$ cat src/rtl/aurora_frame_gen.sv
// aurora_frame_gen: numbered AXI4-Stream test frames with tready backpressure, channel_up gating and link counters
module aurora_frame_gen #(
    parameter logic [15:0] HEADER   = 16'hCAFE,
    parameter int          IDLE_GAP = 4,
    parameter int          LEN_W    = 8
) (
    input  logic             io_clk,
    input  logic             reset_n,
    input  logic             enable,
    input  logic             channel_up,
    input  logic [LEN_W-1:0] frame_len,
    input  logic [0:3]       last_keep,
    output logic [0:31]      tx_data,
    output logic             tx_tvalid,
    input  logic             tx_tready,
    output logic [0:3]       tx_tkeep,
    output logic             tx_tlast,
    output logic             busy,
    output logic [15:0]      frame_count,
    output logic [15:0]      stall_count,
    output logic [15:0]      abort_count
);
    localparam int GW = IDLE_GAP > 1 ? $clog2(IDLE_GAP + 1) : 1;
    typedef enum logic [1:0] {IDLE, HDR, PAYLOAD, GAP} state_t;
    state_t state, state_nx;
    logic [LEN_W-1:0] len, widx;
    logic [0:3] keep_l;
    logic [15:0] seq;
    logic [GW-1:0] gcnt;
    logic fire, last_w, start, done_w;
    assign last_w = widx == len - LEN_W'(1);
    // channel loss takes priority over a coincident handshake
    assign fire   = tx_tvalid & tx_tready & channel_up;
    assign start  = state == IDLE & enable & channel_up;
    assign done_w = fire & state == PAYLOAD & last_w;
    always_ff @(posedge io_clk or negedge reset_n) begin
        if (!reset_n) state <= IDLE;
        else state <= state_nx;
    end
    always_comb begin
        state_nx = state;
        unique case (state)
            IDLE:    state_nx = start ? HDR : IDLE;
            HDR:     state_nx = !channel_up ? IDLE : tx_tready ? PAYLOAD : HDR;
            PAYLOAD: state_nx = !channel_up ? IDLE : done_w ? (IDLE_GAP == 0 ? IDLE : GAP) : PAYLOAD;
            GAP:     state_nx = gcnt == GW'(1) ? IDLE : GAP;
        endcase
    end
    always_comb begin
        tx_tvalid = state == HDR || state == PAYLOAD;
        tx_data   = state == HDR ? {HEADER, seq} : state == PAYLOAD ? {seq, 16'(widx)} : 32'h0;
        tx_tlast  = state == PAYLOAD && last_w;
        tx_tkeep  = tx_tlast ? keep_l : tx_tvalid ? 4'hF : 4'h0;
        busy      = state != IDLE;
    end
    always_ff @(posedge io_clk or negedge reset_n) begin
        if (!reset_n) begin
            len         <= '0;
            widx        <= '0;
            keep_l      <= '0;
            seq         <= '0;
            gcnt        <= '0;
            frame_count <= '0;
            stall_count <= '0;
            abort_count <= '0;
        end else begin
            if (start) begin
                len    <= frame_len < LEN_W'(2) ? LEN_W'(2) : frame_len;
                keep_l <= last_keep inside {4'b1000, 4'b1100, 4'b1110, 4'b1111} ? last_keep : 4'hF;
                widx   <= '0;
            end else if (fire && !last_w) begin
                widx <= widx + LEN_W'(1);
            end
            if (done_w) begin
                seq         <= seq + 16'd1;
                frame_count <= frame_count + 16'd1;
            end
            if (tx_tvalid && !channel_up) abort_count <= abort_count + 16'd1;
            if (tx_tvalid && !tx_tready && stall_count != 16'hFFFF) stall_count <= stall_count + 16'd1;
            gcnt <= state == PAYLOAD ? GW'(IDLE_GAP) : state == GAP ? gcnt - GW'(1) : gcnt;
        end
    end
endmodule

$ cat config.mk
export PLATFORM = sky130hd
export DESIGN_NAME = aurora_frame_gen
export DESIGN_NICKNAME = d
export VERILOG_FILES = /design/src/rtl/aurora_frame_gen.sv
export SDC_FILE = /design/constraint.sdc
export NUM_CORES = 1
export LEC_CHECK = 0
export CAP_MARGIN = 30
export CORE_AREA = 2 2 101 103
export DETAILED_ROUTE_END_ITERATION = 6
export DIE_AREA = 0 0 103 105
export PLACE_DENSITY = 0.85
export SETUP_SLACK_MARGIN = 0.02
export SLEW_MARGIN = 10
export SYNTH_ARGS = -nofsm -noshare
export SYNTH_HDL_FRONTEND = slang
export SYNTH_SLANG_ARGS = --single-unit
$ cat constraint.sdc
create_clock -name io_clk -period 4.04 [get_ports io_clk]
set_clock_uncertainty 0.15 [all_clocks]
set_input_delay 0.606 -clock io_clk [delete_from_list [all_inputs] [get_ports io_clk]]
set_output_delay 0.606 -clock io_clk [all_outputs]
set_load 0.02 [all_outputs]
### Word-level counts from Yosys, hierarchy flattened

Cells that the tools add are included.

* input port bits: 17
* output and inout bits: 87
* bits in registers: 89

* add/subtract/negate cells: 7
* magnitude comparators: 1
* bitwise operators: 6
* reductions and logical operators: 14
* mux-type cells: 17
* equal/unequal tests: 10

Operators with widths (count)
* 16-bit by 1-bit adder with 16-bit output (second input constant): 4
* 32-bit two-way mux: 2
* 8-bit two-way mux: 3
* 4-bit == test (second input constant): 4
* 16-bit != test (second input constant): 1
* 4-bit two-way mux: 3
* 8-bit by 1-bit adder with 8-bit output (second input constant): 1
* 8-bit == test: 1
* 8-bit by 2-bit less-than comparator with 1-bit output (second input constant): 1
* 2-bit two-way mux: 4
* 2-bit one-hot mux with 4 select lines: 1
* 8-bit by 1-bit subtractor with 8-bit output (second input constant): 1
* 1-bit AND: 6
* 3-bit two-way mux: 2
* 2-bit nonzero test: 3
* 1-bit logical AND: 5
* 2-bit == test (second input constant): 2
* 4-bit nonzero test: 1
* 3-bit by 1-bit == test with 1-bit output (second input constant): 1
* 1-bit logical NOT: 3
* 3-bit by 1-bit subtractor with 3-bit output (second input constant): 1
* 2-bit by 1-bit == test with 1-bit output (second input constant): 1
* 2-bit logical NOT: 1
* 1-bit two-way mux: 2
* 1-bit logical OR: 1

### Depth between registers and ports, before layout

Gate-level depths: netlist (run 1).

* depth after elaboration: 9
* mapped depth: 9
* gate-level depth less buffers: 9

### Least setup slack after synthesis (run 1)

Ideal clock, no wire load.

* kind: reg2out
* start point: register len[0]
* end point: output port tx_tkeep[0] in the netlist's numbering
* arrival: 2.144 ns
* buffers on the path: 1
* setup slack: 1.140 ns
* required time: 3.284 ns
* cell stages (with the launch flop): 8
* cells stage by stage: dfrtp_1 -> inv_1 -> ha_1 -> xnor2_1 -> nor4_4 -> nand4_4 -> buf_2 -> o21ai_0

* word-level cells in the longest chain between the ends: 4

RTL lines
* start: declaration: line 26 `logic [LEN_W-1:0] len, widx;`
* start signal: assignment: line 68 `len <= frame_len < LEN_W'(2) ? LEN_W'(2) : frame_len;`
* 8-bit by 1-bit subtractor with 8-bit output: line 31 `assign last_w = widx == len - LEN_W'(1);`
* 8-bit == test: line 31
* 1-bit logical AND: line 52 `tx_tlast = state == PAYLOAD && last_w;`
* 4-bit two-way mux: line 53 `tx_tkeep = tx_tlast ? keep_l : tx_tvalid ? 4'hF : 4'h0;`
* end: declaration: line 16 `output logic [0:3] tx_tkeep,`

Every way passes these cells.

### Final worst setup path (run 1)

* start point: register len[2]
* end point: output port tx_tlast

* word-level cells in the longest chain between the ends: 3

RTL lines
* 8-bit by 1-bit subtractor with 8-bit output: line 31
* 8-bit == test: line 31
* 1-bit logical AND: line 52
* end: declaration: line 17 `output logic tx_tlast,`

Every way passes these cells.

==> results summary, run 1 <==
The count of yosys warnings during synthesis is 0. The wire length per cell after detailed routing came out at 14.4 microns. The element type at the critical path end is an output pin. The net count of the mapped netlist came out at 521. The number of different library cells in the post-synthesis netlist is 47. The hold slack came out at 0.181 ns.

The setup path with the least slack is of type flip-flop to output pin. The internal power component came out at 0.00175 W. The count of fill cells added during filler insertion is 821. The count of routing violations after the opening detailed-route iteration came out at 156.

Yosys attributes the largest share of cell area to sky130_fd_sc_hd__dfrtp_1, sky130_fd_sc_hd__xnor2_1, sky130_fd_sc_hd__nand2_1. The congestion estimate from routability-driven global placement came to 0.845. The max-slew violation count is 0. The overall global routing resource usage is 20.4%.

The measured slew at the worst slew-check pin came out at 0.898 ns. Cells with a size suffix above 1 make up 8.05% of the layout. The synthesized design spends more area on one cell type than any other, namely sky130_fd_sc_hd__dfrtp_1. Tracing the worst setup path back leads to its startpoint at len[2]. The worst stage delay on the critical path is 0.64 ns. The total length of routed wires is 10500 microns. Along the worst path, the maximum fanout reaches 8. For this run, the leading register cell type out of synthesis is sky130_fd_sc_hd__dfrtp_1.

The tool flagged a number of max-cap violations equal to 0. The final route contains 3855 vias. Setup repair after global routing left no endpoint under its margin. The arrival time of data at the critical path endpoint is 2.83 ns.

TritonCTS built the clock tree. The flip-flop and latch count after synthesis came out at 89. The via-per-instance ratio came out at 5.29. The H-tree depth is 3. The analysis attributes to cell leakage a power of 2.77 nW. The highest achievable clock rate came out at 279 MHz.

After global routing the overflow that remains totals 0. The setup TNS is 0 ns. In this run the tightest slew margin relative to its limit is 39.9%. Counting buffers and inverters, the worst setup path is 7 cells deep. The net switching fraction of the power is 38.5%.

The most critical setup path has its endpoint at tx_tlast. Relative to the synthesized area, the layout overhead comes to 27.8%. The signal on the critical path passes through nor3_2 -> nand3b_1 -> xnor2_1 -> nor4_4 -> nand4_4 -> clkinv_1 -> clkdlybuf4s50_1. The worst setup path is launched from a flip-flop.

After detailed routing, the number of remaining DRC violations is 0. The fraction of power consumed by the clock network is 19.9%. The maximum vdd ir drop is 0.391 mV. The initial antenna violation count came to 0. The area of the die is 10800 sq um.

The synthesized area divided by synthesized cell count is 9.74 sq um. The commonest cells after synthesis are sky130_fd_sc_hd__dfrtp_1, sky130_fd_sc_hd__nand2_1, sky130_fd_sc_hd__xnor2_1, sky130_fd_sc_hd__xor2_1, sky130_fd_sc_hd__nand3_1. Entering global routing, the biggest net connects 68 pins. In this run, post-CTS hold repair placed 0 buffers. The first global-routing pass estimated 17800 microns of wire.

The part of the total power dissipated in sequential elements is 40.4%. The synthesized netlist occupies a cell area of 4780 sq um. The worst flop-to-flop path endpoint is seq[1].

The vertical die dimension is 105 microns. The period utilization is 88.8%. Among all stages on the critical path, the largest delay is contributed by sky130_fd_sc_hd__clkdlybuf4s50_1. The via count of the first global-routing pass came out at 3742. The worst register-to-register path begins at len[2]. The number of antenna repair diodes is 0. The number of I/O port buffers came out at 103. 104 I/O pins were placed. The floorplan die width is 103 microns.

Of all flip-flops after synthesis, the portion carrying an async set or reset was 100%. CTS placed an instance of sky130_fd_sc_hd__clkbuf_8 at the clock tree root. The category of cells accounting for the largest share of critical-path delay is simple AND/OR/NAND/NOR gates.

The initial core utilization came out at 49.6%. The count of buffer and inverter cells on the critical path is 2. The min-delay analysis places its worst path in the category input pin to async pin.

The endpoint required time on the critical path came out at 3.28 ns. The register clock-pin slew on the reported worst setup and hold paths is 0.10 ns. The clock sink total came out at 89. Power comes to 0.00285 W. The post-CTS setup buffer count is 0. The share of the synthesized area in the top cell type came out at 46.6%. The maximum count of clock buffers along a single path is 2. Power spread over the standard cell area amounts to 466 nW/um^2. The initialized floorplan defines 36 standard-cell rows.

The number of instances resized during post-cts repair came out at 0. The final layout net count came out at 621. The cell count after synthesis is 491. The proportion of power drawn by combinational gates came out at 39.8%.

The number of flops mapped to enable cells by yosys is 0. The most common cell in the synthesized netlist is sky130_fd_sc_hd__dfrtp_1. The post-route minimum period is 3.59 ns. The number of buffers created by CTS came out at 9. The number of detailed-routing iterations run before antenna repair came out at 4.

The portion of the post-synthesis area used by sequential elements is 46.6%. The depth of the worst register-to-register path is 8. Setup violations remaining at the end of the flow were counted as 0. The estimated wirelength of the detail-placed design is 7750 microns. The count of nets left with antenna violations after detail routing came out at 0. The floorplan core area is 9640 sq um. The run finished with clean final reports. The switching power summed over all nets is 0.00110 W. The clock latency of the later-clocked register in the worst-skew pair is 0.35 ns. The final count of hold timing violations came to 0. The slack of the worst reg-to-reg path came out at 1.19 ns.
-- per-layer routing --
metal  vias up  GRT usage (%)  wire [microns]
met5         -              0               0
met3        13           2.94             363
met2        82           33.4            5280
met1      1883           27.6            4660
li1       1877              -               -
met4         0           6.48             172
-- state kept, by name, indices dropped and copies added (netlist names), 3 cells and up --
signal and count:
seq 16, len 8, frame_count 16, keep_l 4
gcnt 3, stall_count 16, widx 8, abort_count 16
-- cell usage in the layout, fill, tap and decap left out, types with 4 or more instances in the layout --
cell type and n:
sky130_fd_sc_hd__nor2b_1 5, sky130_fd_sc_hd__nor2_1 20, sky130_fd_sc_hd__nand3b_1 4, sky130_fd_sc_hd__inv_1 19, sky130_fd_sc_hd__clkbuf_8 9, sky130_fd_sc_hd__and3_1 12, sky130_fd_sc_hd__nand4_1 19, sky130_fd_sc_hd__dfrtp_1 89
sky130_fd_sc_hd__nand2_1 72, sky130_fd_sc_hd__a21o_1 12, sky130_fd_sc_hd__nor3_1 6, sky130_fd_sc_hd__ha_1 13, sky130_fd_sc_hd__o21ai_0 18, sky130_fd_sc_hd__xnor2_1 41, sky130_fd_sc_hd__nand3_1 29, sky130_fd_sc_hd__clkdlybuf4s50_1 102
sky130_fd_sc_hd__a21oi_1 9, sky130_fd_sc_hd__mux2_2 5, sky130_fd_sc_hd__and2_1 15, sky130_fd_sc_hd__nor4_1 6, sky130_fd_sc_hd__xor2_1 30, sky130_fd_sc_hd__nor3_2 15, sky130_fd_sc_hd__buf_4 6
-- per-stage QoR --
stage	area [sq um]	utilization, %	worst slack (ns)	cells
after floorplan	4780	-	1.14	491
after global placement	5930	61.6	0.938	713
after detailed placement	5930	61.6	0.862	713
after CTS	6110	63.4	0.449	729
after global routing	6110	63.4	0.223	729
final	6110	63.4	0.451	729
-- power groups by stage --
stage	Sequential, W	Combinational (W)	Clock, W
6_report	0.00115	0.00113	0.000566
5_1_grt	0.00117	0.00124	0.000615
4_1_cts	0.00115	0.00114	0.000577
3_5_place_dp	0.00117	0.00113	0
3_3_place_gp	0.00116	0.00110	0
2_1_floorplan	0.00120	0.000655	0
-- worst reg2reg max path, cell delays in order (launching register included) --
cell	delay [ns]
sky130_fd_sc_hd__dfrtp_1	0.47
sky130_fd_sc_hd__nor3_2	0.33
sky130_fd_sc_hd__nand3b_1	0.15
sky130_fd_sc_hd__xnor2_1	0.18
sky130_fd_sc_hd__nor4_4	0.26
sky130_fd_sc_hd__nand4_4	0.21
sky130_fd_sc_hd__buf_4	0.32
sky130_fd_sc_hd__nor2_2	0.28
sky130_fd_sc_hd__mux2_2	0.38
-- worst min-delay path by stage --
stage | start | slack, ns | cells after the start | endpoint
after CTS | reset_n | 0.23 | 1 | frame_count[10]
after global routing | reset_n | 0.27 | 1 | stall_count[15]
final | reset_n | 0.18 | 1 | frame_count[10]
after global placement | keep_l[0] | 0.28 | 2 | keep_l[0]
after floorplan | reset_n | 0.16 | 0 | abort_count[0]
after detailed placement | keep_l[0] | 0.29 | 2 | keep_l[0]
-- area by class of cell --
cell class | instances | area, sq um | area share (%)
clock buffer | 9 | 124 | 2.03
clock inverter | 7 | 52.6 | 0.860
inverter | 20 | 75.1 | 1.23
multi-input combinational | 363 | 2400 | 39.3
sequential | 89 | 2230 | 36.4
tap | 133 | 166 | 2.72
timing repair buffer | 108 | 1070 | 17.4
-- cell families after synthesis --
family | after synthesis | share of synthesized area, %
DFF | 89 | 46.6
xor gates and xnor gates | 71 | 13.0
and+or+nand+nor | 219 | 25.2
buffers and inverters | 39 | 3.22
adders and majority gates | 13 | 3.40
AOI/OAI and AO/OA | 53 | 7.01
muxes | 7 | 1.60
Power figures use the tool's default switching activity.
==> run 2: changes to the inputs <==
--- a/config.mk
+++ b/config.mk
@@ -9,7 +9,8 @@
 export CORE_AREA = 2 2 101 103
 export DETAILED_ROUTE_END_ITERATION = 6
 export DIE_AREA = 0 0 103 105
-export PLACE_DENSITY = 0.85
+export PLACE_DENSITY = 0.78
+export REMOVE_ABC_BUFFERS = 1
 export SETUP_SLACK_MARGIN = 0.02
 export SLEW_MARGIN = 10
 export SYNTH_ARGS = -nofsm -noshare
==> run 2 against run 1 <==
Net effect: maximum frequency rose by 0.26%; die area did not move; register-to-register slack improved by 0.02 ns; critical path type unchanged.
==> results summary, run 2 (same netlist as run 1, synthesis figures left out) <==
The flow ran to the end, and the final reports show no timing, DRC or antenna violations. The max-slew violation count came to 0 (unchanged). The final critical-path setup slack came out at 0.460 ns (+0.00925 ns). The post-route minimum period came out at 3.58 ns (-0.00925 ns).

The total via count after detailed routing came out at 3823 (-0.83%). The clock sink total came out at 89 (unchanged). The maximum count of clock buffers along a single path is 2 (unchanged).

The tree is rooted in a sky130_fd_sc_hd__clkbuf_8. The initial antenna violation count is 0 (unchanged). The library cells used most frequently in the layout, excluding fill and tap cells, are sky130_fd_sc_hd__clkdlybuf4s50_1, sky130_fd_sc_hd__dfrtp_1, sky130_fd_sc_hd__nand2_1. The global routing met1 resource utilization is 28.1% (+0.54 points). The met2 usage is 33.1% (-0.32 points). The via count of the first global-routing pass came out at 3760 (+0.48%).

The via-per-instance ratio is 5.22 (-1.4%). The initial core utilization is 49.6% (unchanged). The post-cts hold buffer count came out at 0 (unchanged).

The number of DRC violations after detailed routing came out at 0 (unchanged). The worst flop-to-flop path endpoint is seq[1]. The worst register-to-register path begins at len[2]. The sequential cell area is 2230 sq um (unchanged).

The floorplan die width is 103 microns (unchanged). The arrival time of data at the critical path endpoint came to 2.82 ns (about the same). The area of the multi-input gates is 2400 sq um (unchanged). The layout cell share with drive strength beyond 1 came to 8.50% (+0.45 points). The vertical die dimension was 105 microns (unchanged).

The leakage power total came out at 2.81 nW (+1.3%). The endpoint required time on the critical path is 3.28 ns (about the same). The clock latency of the later-clocked register in the worst-skew pair came out at 0.35 ns (about the same). The period utilization came out at 88.6% (-0.23 points). The count of nets left with antenna violations after detail routing came to 0 (unchanged). The total length of routed wires came to 10400 microns (-0.68%). The depth of the worst register-to-register path was 8 (unchanged).

The highest achievable clock rate is 279 MHz (+0.26%). The measured slew at the worst slew-check pin came out at 0.885 ns (-0.0126 ns). The total power per unit cell area came out at 477 nW/um^2 (+2.3%). The count of fill cells added during filler insertion came to 842 (+2.6%). The number of buffers created by CTS came out at 9 (unchanged). By startpoint and endpoint, the worst setup path is classified as flip-flop to output pin. The slack of the worst reg-to-reg path came out at 1.21 ns (+0.02 ns). The first-pass GRT wire length came out at 17900 microns (about the same). The overall global routing resource usage is 20.3% (-0.051 points). The met3 track utilization from global routing was 2.94% (unchanged). The worst setup path is launched from a flip-flop. The overflow left after global routing is 0 (unchanged).

From synthesis to final layout, the design area changed by 29.2%. The floorplan core area came out at 9640 sq um (unchanged). The number of I/O pins came out at 104 (unchanged). The H-tree depth came to 3 (unchanged). The most common cell after layout, fill and taps aside is sky130_fd_sc_hd__clkdlybuf4s50_1. TritonCTS built the clock tree. The final count of hold timing violations was 0 (unchanged). The minimum setup slack after placement came to 0.851 ns (-0.0113 ns).

The placement row count came out at 36 (unchanged). The number of I/O port buffers came out at 103 (unchanged). The pin count of the biggest net entering global routing is 68 (unchanged). The overall power came to 0.00295 W (+3.4%). The worst setup path is captured at an output pin. The setup TNS is 0 ns (unchanged). The wire length per cell after detailed routing is 14.2 microns (-1.2%). The final layout net count is 625 (+0.64%).

The reported max-cap violation count came out at 0 (unchanged). In this run the worst hold path is classified as input pin to async pin. The count of routing violations after the opening detailed-route iteration came out at 137 (-12%). Setup repair after global routing left no endpoint under its margin. The final RePlAce weighted congestion came out at 0.849 (+0.47%). The maximum fanout encountered on the critical timing path came out at 8 (unchanged). The post-CTS setup buffer count came out at 0 (unchanged). The register clock-pin slew on the reported worst setup and hold paths is 0.09 ns (about the same).

In this run the worst setup path begins at len[2]. The number of detailed-routing iterations run before antenna repair came out at 5 (+1). The estimated wirelength of the detail-placed design came out at 7660 microns (-1.2%). The worst slew margin relative to its limit is 40.7% (+0.84 points). The maximum vdd ir drop is 0.388 mV (-0.77%). The number of antenna repair diodes is 0 (unchanged). The number of instances resized during post-cts repair came out at 0 (unchanged).

The final setup violation count is 0 (unchanged). The area of the die came out at 10800 sq um (unchanged). The layer flagged by global routing as most heavily used is met2.
## run 2: cell types whose count changed in the layout (fill, tap and decap cells not counted)
cell	before	now
sky130_fd_sc_hd__clkinv_2	2	3
sky130_fd_sc_hd__inv_6	3	0
sky130_fd_sc_hd__bufinv_16	0	2
sky130_fd_sc_hd__clkbuf_1	0	1
sky130_fd_sc_hd__buf_4	6	10
sky130_fd_sc_hd__clkinv_4	1	0
## run 2: cell type report
class	count	share of cell area, %
clock inverters	6	1.34
repair buffers	112	17.8
clock buffers	10	2.07
inverters	20	1.22
multi-input cells	363	38.9
flip-flops and latches	89	36.1
well taps	133	2.70
## run 2: how the worst max path moves through the flow
stage / to / cells past startpoint
after global placement: tx_tlast / 7
after CTS: tx_tlast / 7
final: tx_tlast / 7
after detailed placement: tx_tlast / 7
after floorplan: tx_tkeep[0] / 6
after global routing: tx_tkeep[3] / 7
## run 2: per-stage QoR
stage	std cells	hold slack, ns	util [%]	instance area (sq um)
after floorplan	472	0.160	-	4700
after global placement	717	0.286	61.9	5960
after detailed placement	717	0.309	61.9	5960
after CTS	733	0.225	64.1	6170
after global routing	733	0.276	64.1	6170
final	733	0.201	64.1	6170
## run 2: layer usage
layer | vias to the layer above | wire [microns] | share of wire [%]
met3 | 10 | 365 | 3.5
li1 | 1880 | - | -
met5 | - | 0 | 0
met4 | 0 | 118 | 1.1
met2 | 92 | 5060 | 49
met1 | 1841 | 4870 | 47
## run 2: critical path, stage by stage, from the launching register on
cell and delay (ns):
sky130_fd_sc_hd__dfrtp_1 0.47, sky130_fd_sc_hd__nor3_2 0.34, sky130_fd_sc_hd__nand3b_1 0.16, sky130_fd_sc_hd__xnor2_1 0.18, sky130_fd_sc_hd__nor4_4 0.25, sky130_fd_sc_hd__nand4_4 0.21
sky130_fd_sc_hd__clkinv_1 0.23, sky130_fd_sc_hd__clkdlybuf4s50_1 0.64
## run 2: report_power, final
part / leakage [nW] / internal, W / switching [W]
clock: 0.106 / 0.000346 / 0.000306
combinational: 1.53 / 0.000524 / 0.000617
sequential: 1.17 / 0.00101 / 0.000142
total: 2.81 / 0.00188 / 0.00107
==> run 3: changes to the inputs <==
--- a/config.mk
+++ b/config.mk
@@ -6,10 +6,13 @@
 export NUM_CORES = 1
 export LEC_CHECK = 0
 export CAP_MARGIN = 30
-export CORE_AREA = 2 2 101 103
+export CELL_PAD_IN_SITES_DETAIL_PLACEMENT = 0
+export CELL_PAD_IN_SITES_GLOBAL_PLACEMENT = 1
+export CORE_AREA = 2 2 110 112
+export CTS_CLUSTER_SIZE = 24
 export DETAILED_ROUTE_END_ITERATION = 6
-export DIE_AREA = 0 0 103 105
-export PLACE_DENSITY = 0.78
+export DIE_AREA = 0 0 112 114
+export PLACE_DENSITY_LB_ADDON = 0.1
 export REMOVE_ABC_BUFFERS = 1
 export SETUP_SLACK_MARGIN = 0.02
 export SLEW_MARGIN = 10
==> run 3 against run 2 <==
Net effect: non-clock buffer count up 1; power is 6.9% higher; die area increased by 18%; via count shrank 3.0%; critical path type unchanged.
==> results summary, run 3 (same netlist as run 1, synthesis figures left out) <==
The minimum setup slack after placement came out at 0.878 ns (+0.0277 ns). The clock sink total was 89 (unchanged). The worst slew margin relative to its limit came out at 39.7% (-1.0 points). The flow ran to the end, and the final reports show no timing, DRC or antenna violations. The leakage power total came to 2.87 nW (+2.1%). The estimated wirelength of the detail-placed design came out at 7500 microns (-2.1%).

The total power per unit cell area is 498 nW/um^2 (+4.4%). The vertical die dimension came out at 114 microns (+8.6%). The initial antenna violation count came out at 0 (unchanged). The worst stage delay on the critical path is 0.64 ns (about the same). The library cells used most frequently in the layout, excluding fill and tap cells, are sky130_fd_sc_hd__clkdlybuf4s50_1, sky130_fd_sc_hd__dfrtp_1, sky130_fd_sc_hd__nand2_1. The number of antenna repair diodes came out at 0 (unchanged). The maximum vdd ir drop came out at 0.350 mV (-9.7%). The post-CTS setup buffer count came out at 0 (unchanged). The slack of the worst reg-to-reg path is 1.27 ns (+0.06 ns). The highest achievable clock rate is 284 MHz (+1.6%).

The critical path is of the flip-flop to output pin type. The measured slew at the worst slew-check pin came to 0.901 ns (+0.0154 ns). The post-placement cell count was 731 (+2.0%). The internal power component came out at 0.00205 W (+9.2%). The total length of routed wires came to 10400 microns (-0.24%).

The final RePlAce weighted congestion is 0.794 (-6.5%). The setup TNS came to 0 ns (unchanged). The via count of the first global-routing pass came to 3621 (-3.7%).

The count of nets left with antenna violations after detail routing came out at 0 (unchanged). On the critical path, the stage with the largest delay is an instance of sky130_fd_sc_hd__clkdlybuf4s50_1. The floorplan die width came to 112 microns (+8.7%). The maximum fanout encountered on the critical timing path came out at 7 (-1). The number of I/O port buffers is 103 (unchanged). The period utilization came out at 87.2% (-1.4 points). Clock tree synthesis selected as its root buffer the cell sky130_fd_sc_hd__clkbuf_16.

The part of the total power dissipated in sequential elements came out at 36.6% (-2.5 points). The via-per-instance ratio was 4.96 (-4.9%). The overall global routing resource usage is 17.0% (-3.3 points).

The total via count after detailed routing came out at 3710 (-3.0%). The area of the die is 12800 sq um (+18%). The net switching fraction of the power came to 34.8% (-1.4 points). The number of I/O pins came out at 104 (unchanged). The endpoint identified for the worst register-to-register timing path is seq[1]. The tightest min-delay check is of the input pin to async pin type. The final count of hold timing violations is 0 (unchanged). The final setup violation count is 0 (unchanged). The number of DRC violations after detailed routing came out at 0 (unchanged). The maximum count of clock buffers along a single path is 2 (unchanged). The arrival time of data at the critical path endpoint came out at 2.77 ns (-0.05 ns).

The worst setup path is captured at an output pin. The endpoint required time on the critical path was 3.28 ns (about the same). Setup repair after global routing left no endpoint under its margin. TritonCTS built the clock tree. The clock latency of the later-clocked register in the worst-skew pair came out at 0.34 ns (about the same). The count of fill cells added during filler insertion came out at 1108 (+32%). The register clock-pin slew on the reported worst setup and hold paths came to 0.06 ns (-0.03 ns). The post-synthesis to final-layout area growth came out at 32.3%. The number of detailed-routing iterations run before antenna repair is 6 (+1).

The max-slew violation count came to 0 (unchanged). The number of instances resized during post-cts repair is 0 (unchanged). The post-route minimum period is 3.52 ns (-0.0554 ns). The number of cells in the finished layout apart from fillers is 748 (+2.0%). The floorplan core area is 11700 sq um (+21%). The most common cell after layout, fill and taps aside is sky130_fd_sc_hd__clkdlybuf4s50_1.

The layout cell share with drive strength beyond 1 is 8.82% (+0.32 points). The overflow left after global routing was 0 (unchanged). The final critical-path setup slack came out at 0.515 ns (+0.0554 ns). The count of routing violations after the opening detailed-route iteration is 135 (-1.5%). The worst register-to-register path begins at len[2]. The pin count of the biggest net entering global routing is 75 (+10%). The proportion of power drawn by combinational gates came out at 35.9% (-2.9 points). The kind of start point of the critical path is a flip-flop.

The fraction of power consumed by the clock network came out at 27.5% (+5.4 points). The H-tree depth came to 3 (unchanged). The final layout net count came out at 626 (+0.16%). The depth of the worst register-to-register path is 8 (unchanged). The placement row count is 40 (+11%). The wire length per cell after detailed routing came out at 13.9 microns (-2.2%). The first-pass GRT wire length came to 17700 microns (-1.0%). The initial core utilization is 40.8% (-8.8 points). The post-cts hold buffer count is 0 (unchanged).

The switching power summed over all nets is 0.00110 W (+2.9%). The reported max-cap violation count is 0 (unchanged). The number of buffers created by CTS came out at 9 (unchanged). The critical path goes through nor3_2 -> nand3b_1 -> xnor2_1 -> nor4_4 -> nand4_4 -> o21ai_0 -> clkdlybuf4s50_1. The overall power is 0.00315 W (+6.9%).
==> run 3: cell types whose count changed in the layout (fill, tap and decap cells not counted), sizes merged <==
cell / change
buf: +1
bufinv: -1
clkbuf: +1
==> run 3: through the flow <==
| step | util [%] | hold slack [ns] | instance area [sq um] |
|---|---|---|---|
| after global placement | 51.1 | 0.291 | 5980 |
| after detailed placement | 51.1 | 0.298 | 5980 |
| final | 54.0 | 0.0406 | 6330 |
| after global routing | 54.0 | 0.0593 | 6330 |
| after floorplan | - | 0.160 | 4700 |
| after CTS | 53.8 | 0.311 | 6300 |
==> run 3: layout make-up <==
cell class              count  area (sq um)  share of cell area (%)
multi-input cells         363          2400                    37.9
flip-flops and latches     89          2230                    35.2
clock buffers              11           253                    4.00
inverters                  20          75.1                    1.19
clock inverters             5          63.8                    1.01
repair buffers            113          1120                    17.8
well taps                 147           184                    2.91
==> run 3: power by group through the flow <==
| stage | logic, W | clock network [W] | registers, W |
|---|---|---|---|
| after global placement | 0.00113 | 0 | 0.00116 |
| after CTS | 0.00114 | 0.000899 | 0.00115 |
| after global routing | 0.00124 | 0.000931 | 0.00118 |
| after detailed placement | 0.00113 | 0 | 0.00117 |
| final | 0.00113 | 0.000867 | 0.00115 |
| after floorplan | 0.000639 | 0 | 0.00120 |
==> run 3: worst max path at each step <==
| stage | start | to | slack [ns] | depth (start not counted) |
|---|---|---|---|---|
| floorplan | len[0] | tx_tkeep[0] | 1.02 | 6 |
| CTS | len[2] | tx_tlast | 0.50 | 7 |
| global placement | len[0] | tx_tlast | 0.92 | 7 |
| detailed placement | len[2] | tx_tkeep[0] | 0.88 | 7 |
| finish | len[2] | tx_tkeep[0] | 0.52 | 7 |
| global route | len[2] | tx_tkeep[0] | 0.33 | 7 |
==> run 3: per-layer routing <==
metal	GRT usage [%]	up-vias	wire (microns)
met2	26.9	79	4720
met5	0	-	0
met4	6.34	0	156
met1	23.4	1733	5030
met3	3.08	12	477
li1	-	1886	-
==> run 3: worst max-delay path: cells and delay by family (launching register included) <==
family | cells | cell delay, ns
AND/OR/NAND/NOR | 4 | 0.92
XOR/XNOR | 1 | 0.18
flip-flops | 1 | 0.46
AO/OA/AOI/OAI | 1 | 0.24
buffers and inverters | 1 | 0.64
